[src/rtl/regfile_sb_pkg.sv]
// Shared defaults and constants for the register file with scoreboard.
// Imported by the interface, the bypass mux and the top level.
package regfile_pkg;

  localparam int DEF_DATA_W = 32;
  localparam int DEF_ADDR_W = 5;

  localparam logic [DEF_DATA_W-1:0] ZERO_WORD = '0;
  localparam logic READ_ENABLE  = 1'b1;
  localparam logic WRITE_ENABLE = 1'b1;

  function automatic int num_regs(input int addr_w);
    return 1 << addr_w;
  endfunction

endpackage

[src/rtl/regfile_sb_if.sv]
// Bus bundle between decode/issue/writeback and the register file.
// The pipeline side drives as master; the register file is the slave.
interface regfile_sb_if
  import regfile_pkg::*;
#(
  parameter int DATA_W = DEF_DATA_W,
  parameter int ADDR_W = DEF_ADDR_W,
  parameter int NUM_RD = 2,
  parameter int NUM_WR = 2
);

  logic [NUM_WR-1:0]        we;
  logic [NUM_WR*ADDR_W-1:0] waddr;
  logic [NUM_WR*DATA_W-1:0] wdata;
  logic [NUM_RD-1:0]        re;
  logic [NUM_RD*ADDR_W-1:0] raddr;
  logic [NUM_RD*DATA_W-1:0] rdata;
  logic [NUM_RD-1:0]        rbusy;
  logic                     iss_valid;
  logic [ADDR_W-1:0]        iss_addr;
  logic                     flush;
  logic [ADDR_W:0]          busy_cnt;

  modport master (
    output we, waddr, wdata, re, raddr, iss_valid, iss_addr, flush,
    input  rdata, rbusy, busy_cnt
  );

  modport slave (
    input  we, waddr, wdata, re, raddr, iss_valid, iss_addr, flush,
    output rdata, rbusy, busy_cnt
  );

endinterface

[src/rtl/regfile_sb_bypass_mux.sv]
// Write-to-read bypass selector for one read port.
// The highest-indexed matching write port wins.
module regfile_bypass_mux
  import regfile_pkg::*;
#(
  parameter int DATA_W   = DEF_DATA_W,
  parameter int ADDR_W   = DEF_ADDR_W,
  parameter int NUM_WR   = 2,
  parameter bit ZERO_REG = 1'b1
) (
  input  logic [NUM_WR-1:0]        we,
  input  logic [NUM_WR*ADDR_W-1:0] waddr,
  input  logic [NUM_WR*DATA_W-1:0] wdata,
  input  logic                     re,
  input  logic [ADDR_W-1:0]        raddr,
  output logic                     hit,
  output logic [DATA_W-1:0]        hdata
);

  logic zero_addr;

  assign zero_addr = ZERO_REG && (raddr == '0);

  // Ascending scan so a later (higher) port overrides an earlier match.
  always_comb begin
    hit   = 1'b0;
    hdata = DATA_W'(ZERO_WORD);
    if (re == READ_ENABLE && !zero_addr) begin
      for (int k = 0; k < NUM_WR; k++) begin
        if (we[k] == WRITE_ENABLE && waddr[k*ADDR_W +: ADDR_W] == raddr) begin
          hit   = 1'b1;
          hdata = wdata[k*DATA_W +: DATA_W];
        end
      end
    end
  end

endmodule

[src/rtl/regfile_sb.sv]
// Multi-port register file with per-register busy bits for RAW hazard stalls.
// Reads are combinational with same-cycle write bypass; busy_cnt is registered.
module regfile_sb
  import regfile_pkg::*;
#(
  parameter int DATA_W   = DEF_DATA_W,
  parameter int ADDR_W   = DEF_ADDR_W,
  parameter int NUM_RD   = 2,
  parameter int NUM_WR   = 2,
  parameter bit ZERO_REG = 1'b1
) (
  input logic        clk,
  input logic        rst,
  regfile_sb_if.slave bus
);

  localparam int NUM_REGS = num_regs(ADDR_W);

  logic [DATA_W-1:0]   regs [NUM_REGS];
  logic [NUM_REGS-1:0] busy;
  logic [NUM_REGS-1:0] busy_nxt;
  logic [ADDR_W:0]     busy_cnt_q;
  logic [ADDR_W:0]     cnt_nxt;

  logic [ADDR_W-1:0]   wa     [NUM_WR];
  logic [DATA_W-1:0]   wd     [NUM_WR];
  logic [NUM_WR-1:0]   wr_ok;

  logic [ADDR_W-1:0]   ra     [NUM_RD];
  logic [NUM_RD-1:0]   hit;
  logic [DATA_W-1:0]   hdata  [NUM_RD];
  logic [NUM_RD*DATA_W-1:0] rdata_all;
  logic [NUM_RD-1:0]   rbusy_all;

  function automatic logic is_dropped(input logic [ADDR_W-1:0] a);
    return ZERO_REG && (a == '0);
  endfunction

  for (genvar k = 0; k < NUM_WR; k++) begin : g_wport
    assign wa[k]    = bus.waddr[k*ADDR_W +: ADDR_W];
    assign wd[k]    = bus.wdata[k*DATA_W +: DATA_W];
    assign wr_ok[k] = (bus.we[k] == WRITE_ENABLE) && !is_dropped(wa[k]);
  end

  // Ascending port order: the higher port's non-blocking write lands last.
  always_ff @(posedge clk or negedge rst) begin
    if (!rst) begin
      for (int i = 0; i < NUM_REGS; i++) begin
        regs[i] <= '0;
      end
    end else begin
      for (int k = 0; k < NUM_WR; k++) begin
        if (wr_ok[k]) begin
          regs[wa[k]] <= wd[k];
        end
      end
    end
  end

  // Flush beats issue, issue beats writeback clear (new producer wins).
  always_comb begin
    busy_nxt = busy;
    if (bus.flush) begin
      busy_nxt = '0;
    end else begin
      for (int k = 0; k < NUM_WR; k++) begin
        if (bus.we[k] == WRITE_ENABLE) begin
          busy_nxt[wa[k]] = 1'b0;
        end
      end
      if (bus.iss_valid) begin
        busy_nxt[bus.iss_addr] = 1'b1;
      end
      if (ZERO_REG) begin
        busy_nxt[0] = 1'b0;
      end
    end
  end

  always_comb begin
    cnt_nxt = '0;
    for (int i = 0; i < NUM_REGS; i++) begin
      cnt_nxt = cnt_nxt + {{ADDR_W{1'b0}}, busy_nxt[i]};
    end
  end

  always_ff @(posedge clk or negedge rst) begin
    if (!rst) begin
      busy       <= '0;
      busy_cnt_q <= '0;
    end else begin
      busy       <= busy_nxt;
      busy_cnt_q <= cnt_nxt;
    end
  end

  for (genvar i = 0; i < NUM_RD; i++) begin : g_rport
    assign ra[i] = bus.raddr[i*ADDR_W +: ADDR_W];

    regfile_bypass_mux #(
      .DATA_W   (DATA_W),
      .ADDR_W   (ADDR_W),
      .NUM_WR   (NUM_WR),
      .ZERO_REG (ZERO_REG)
    ) u_byp (
      .we    (bus.we),
      .waddr (bus.waddr),
      .wdata (bus.wdata),
      .re    (bus.re[i]),
      .raddr (ra[i]),
      .hit   (hit[i]),
      .hdata (hdata[i])
    );
  end

  // Outputs are forced to zero while reset is held, independent of storage.
  always_comb begin
    rdata_all = '0;
    rbusy_all = '0;
    for (int i = 0; i < NUM_RD; i++) begin
      if (rst && bus.re[i] == READ_ENABLE && !is_dropped(ra[i])) begin
        if (hit[i]) begin
          rdata_all[i*DATA_W +: DATA_W] = hdata[i];
        end else begin
          rdata_all[i*DATA_W +: DATA_W] = regs[ra[i]];
          rbusy_all[i]                  = busy[ra[i]];
        end
      end
    end
  end

  assign bus.rdata    = rdata_all;
  assign bus.rbusy    = rbusy_all;
  assign bus.busy_cnt = busy_cnt_q;

endmodule

[src/flat_wrapper.sv]
// flat-port wrapper written by rule: the top's interface ports become plain ports
module regfile_sb_flat import regfile_pkg::*;
#(
  parameter int DATA_W   = DEF_DATA_W,
  parameter int ADDR_W   = DEF_ADDR_W,
  parameter int NUM_RD   = 2,
  parameter int NUM_WR   = 2,
  parameter bit ZERO_REG = 1'b1
)
  (clk, rst, bus_we, bus_waddr, bus_wdata, bus_re, bus_raddr, bus_iss_valid, bus_iss_addr, bus_flush, bus_rdata, bus_rbusy, bus_busy_cnt);
  regfile_sb_if #(.DATA_W(DATA_W), .ADDR_W(ADDR_W), .NUM_RD(NUM_RD), .NUM_WR(NUM_WR)) bus_i ();
  input logic clk;
  input logic rst;
  input wire logic [$bits(bus_i.we)-1:0] bus_we;
  input wire logic [$bits(bus_i.waddr)-1:0] bus_waddr;
  input wire logic [$bits(bus_i.wdata)-1:0] bus_wdata;
  input wire logic [$bits(bus_i.re)-1:0] bus_re;
  input wire logic [$bits(bus_i.raddr)-1:0] bus_raddr;
  input wire logic [$bits(bus_i.iss_valid)-1:0] bus_iss_valid;
  input wire logic [$bits(bus_i.iss_addr)-1:0] bus_iss_addr;
  input wire logic [$bits(bus_i.flush)-1:0] bus_flush;
  output wire logic [$bits(bus_i.rdata)-1:0] bus_rdata;
  output wire logic [$bits(bus_i.rbusy)-1:0] bus_rbusy;
  output wire logic [$bits(bus_i.busy_cnt)-1:0] bus_busy_cnt;
  assign bus_i.we = bus_we;
  assign bus_i.waddr = bus_waddr;
  assign bus_i.wdata = bus_wdata;
  assign bus_i.re = bus_re;
  assign bus_i.raddr = bus_raddr;
  assign bus_i.iss_valid = bus_iss_valid;
  assign bus_i.iss_addr = bus_iss_addr;
  assign bus_i.flush = bus_flush;
  assign bus_rdata = bus_i.rdata;
  assign bus_rbusy = bus_i.rbusy;
  assign bus_busy_cnt = bus_i.busy_cnt;
  regfile_sb #(.DATA_W(DATA_W), .ADDR_W(ADDR_W), .NUM_RD(NUM_RD), .NUM_WR(NUM_WR), .ZERO_REG(ZERO_REG)) u_core (.clk(clk), .rst(rst), .bus(bus_i));
endmodule
[config.mk]
export PLATFORM = sky130hd
export DESIGN_NAME = regfile_sb_flat
export DESIGN_NICKNAME = d
export VERILOG_FILES = /design/src/rtl/regfile_sb_pkg.sv /design/src/rtl/regfile_sb_if.sv /design/src/rtl/regfile_sb_bypass_mux.sv /design/src/rtl/regfile_sb.sv /design/src/flat_wrapper.sv
export SDC_FILE = /design/constraint.sdc
export NUM_CORES = 2
export LEC_CHECK = 0
export ABC_CLOCK_PERIOD_IN_PS = 6500
export CORE_ASPECT_RATIO = 1.1
export CORE_MARGIN = 1
export CORE_UTILIZATION = 40
export DETAILED_ROUTE_END_ITERATION = 16
export HOLD_SLACK_MARGIN = 0.06
export SLEW_MARGIN = 20
export SYNTH_ARGS = -nofsm -noshare
export SYNTH_HDL_FRONTEND = slang
export SYNTH_SLANG_ARGS = --single-unit
export TNS_END_PERCENT = 5
[constraint.sdc]
create_clock -name clk -period 6.5 [get_ports clk]
set_input_delay 1.3 -clock clk [delete_from_list [all_inputs] [get_ports clk]]
set_output_delay 1.3 -clock clk [all_outputs]
set_load 0.02 [all_outputs]
==> results.yml <==
routing:
  drt_wl_total_um: 310000
  wire_per_inst_um: 36.0
  initialDrtViolationCount: 9435
  drtPass1Iterations: 10
  ant_nets: 0
  vias: 59000
  drcViolationCount: 0
  viasPerCell: 6.84
run:
  maxCapViolCount: 0
setup_path:
  r2r-start: "u_core.busy[24]$_DFF_PN0_"
  r2r-end: "u_core.bus.busy_cnt[4]$_DFF_PN0_"
  crit_path_start_kind: "primary input"
  crit_type: "in2out"
  cp_slowest_stage_delay_ns: 0.77
  crit_chain: "clkdlybuf4s50_1 > or3b_2 > buf_12 > o22ai_1 > or4_1 > a211oi_1 > buf_4 > clkdlybuf4s50_1"
  rr_worst_depth: 16
  worstPathRequired_ns: 5.20
  critPathCaptureType: "output port"
  cp.arrival_ns: 5.15
  cp_slowest_cell: "clkdlybuf4s50_1"
  crit_path_max_fanout: 24
  regToRegSetupSlack_ns: 1.30
  crit_path_frequent_cell: "clkdlybuf4s50_1"
yosys:
  synth_top_area_share_pct: 39.5
  syn_nets: 6488
  syn_inst: 6361
  synthSimpleGateAreaFrac_pct: 8.83
  synth_compound_area_share_pct: 15.8
  synth_seq_area_share_pct: 39.5
  yosysUniqueCellTypes: 55
  netlist_area_sq_um: 67200
  synth_top_family_by_area: "multiplexers"
  avgSynthCellArea_sq_um: 10.6
  ys_async_sr_fraction_pct: 100
  synth_top_area_cell: "dfrtp_1"
  synth-xor-area-share_pct: 0.300
  synth_fa_ha_area_share_pct: 0.815
  yosys_most_used_dff: "dfrtp_1"
  synth_seq_cells: 1061
  synth_edf_count: 0
  ys_warn_count: 0
  synthMuxAreaShare_pct: 28.3
  synth_area_leaders: "dfrtp_1, mux4_2, mux2i_1"
pwr:
  power.density_nw_per_um2: 291
  leakagePower_nw: 35.2
  ir_worst_vdd_mv: 0.244
  p_total_mw: 22.2
finish:
  final_cell_mix: "dfrtp_1, mux2i_1, nor2_1"
  area_delta_synth_final_pct: 13.6
  nNetsFinal: 6418
  final_common_cell: "dfrtp_1"
  fin_area_sq_um: 76400
  post_layout_nonfiller_instances: 8622
  drive_above_1_share_pct: 21.0
placed_design:
  gp_congestion: 0.954
  placed_cell_area_sq_um: 72200
  preCtsSetupSlack_ns: -0.730
  hpwl_um: 181000
  place_inst: 8392
  port_buffers: 168
die:
  io_pins: 169
  core_area_sq_um: 167000
  dieArea_sq_um: 170000
  start_util_pct: 40.3
  die_x_um: 393
  row_count: 157
  dieHeight_um: 432
global_routing:
  grt_use_total_pct: 36.1
  antenna_found_initial: 26
  grt_pass1_vias: 56600
  grt_max_degree: 163
  grt_pass1_wl_um: 432000
  grt_overflow: 0
clock_tree:
  clk_pin_slew_ns: 0.06
  tritoncts: "yes"
  clock-sinks: 1061
  postCtsHoldBufs: 0
  clk_latency_ns: 0.73
  cts_made_buffers: 119
  ctsRootBufferMaster: "clkbuf_16"
  htreeDepth: 3
  clockBufferDepth: 3
sta:
  max_freq_ghz: 0.155
  worst_clock_skew_ns: 0.00663
  post-route-min-period_ns: 6.45
  max-slew-margin-rel_pct: 15.3
  finalSetupViolations: 0
  worst_pin_slew_ns: 1.27
  setup_ws_ns: 0.0484
  hold_viol: 0
  period_share_pct: 99.3
  slew_violations: 0
status:
  status: "complete, no violations"
hold_path:
  hold_path_class: "reg2reg"
  min_from: "u_core.regs[993]$_DFF_PN0_"
  min_to: "u_core.regs[993]$_DFF_PN0_"
  whs_path_depth: 0
## how the worst max path moves through the flow
stage / start / endpoint / slack [ns] / depth (start not counted)
3_3_place_gp: bus_waddr[9] / u_core.bus.busy_cnt[4]$_DFF_PN0_ / -0.76 / 21
5_1_grt: bus_waddr[2] / u_core.bus.busy_cnt[4]$_DFF_PN0_ / -0.007 / 22
4_1_cts: bus_waddr[2] / u_core.bus.busy_cnt[4]$_DFF_PN0_ / 0.009 / 22
3_5_place_dp: bus_waddr[4] / u_core.bus.busy_cnt[4]$_DFF_PN0_ / -0.73 / 21
6_report: bus_raddr[7] / bus_rdata[58] / 0.05 / 8
2_1_floorplan: bus_waddr[1] / u_core.bus.busy_cnt[4]$_DFF_PN0_ / -0.09 / 23
## synth_stat cells (all sizes together) (5+ instances only)
library cell,number
a2111oi,62
a211oi,64
a21boi,63
a21o,5
a21oi,520
a22oi,273
a32oi,40
and2,21
and3,66
buf,255
clkbuf,570
dfrtp,1061
fa,23
ha,7
inv,36
mux2i,713
mux4,528
nand2,553
nand2b,7
nand3,7
nand3b,14
nor2,593
nor2b,7
nor3b,5
nor4,6
o21ai,480
o22ai,256
or2,9
or3b,11
or4,62
xnor2,5
xor2,18
## registers in the layout (all words and copies together), names as in the netlist
signal and cells:
u_core.regs 1024, u_core.busy 31, u_core.bus.busy_cnt 6
## logic make-up after synthesis
family	after synthesis
compound gates	1770
fa+ha+maj	30
buf+inv	861
xor+xnor	23
flops	1061
simple gates	1375
mux	1241
## power breakdown
group | total (mW) | switching, mW | internal [mW]
registers | 9.53 | 1.29 | 8.25
logic | 5.58 | 2.59 | 2.99
clock network | 7.09 | 3.04 | 4.05
total | 22.2 | 6.91 | 15.3
## cell type report
cell class	instances	area (sq um)
Clock buffer	187	3550
Inverter	36	135
Multi-Input combinational cell	4439	37000
Clock inverter	29	445
Sequential cell	1061	26600
Fill cell	15500	90200
Tap cell	2226	2790
Antenna cell	10	25.0
Timing Repair Buffer	634	5880
## critical path: cells and delay by family
kind / cells / cell delay, ns
buf+inv: 4 / 1.87
compound gates: 2 / 0.79
simple gates: 2 / 1.14
## stage by stage
| step | utilization (%) | hold slack (ns) | TNS [ns] |
|---|---|---|---|
| floorplan | - | 0.438 | -0.117 |
| global placement | 43.3 | 0.376 | -3.58 |
| detailed placement | 43.3 | 0.382 | -3.29 |
| CTS | 45.7 | 0.397 | 0 |
| global route | 45.8 | 0.408 | -0.00707 |
| finish | 45.8 | 0.392 | 0 |
## per-layer routing
metal	share of wire [%]	global-route usage [%]	vias up
met5	0.12	0.289	-
met4	7.5	22.0	40
met3	16	16.2	1208
met2	40	49.0	4939
met1	36	46.7	29300
li1	-	-	23500
## repair_timing
action,4_1_cts,5_1_grt
buffers inserted,0,3
gates resized for setup,0,26
setup endpoints to repair,0,5
No activity file was read; power rests on OpenSTA's default activity.
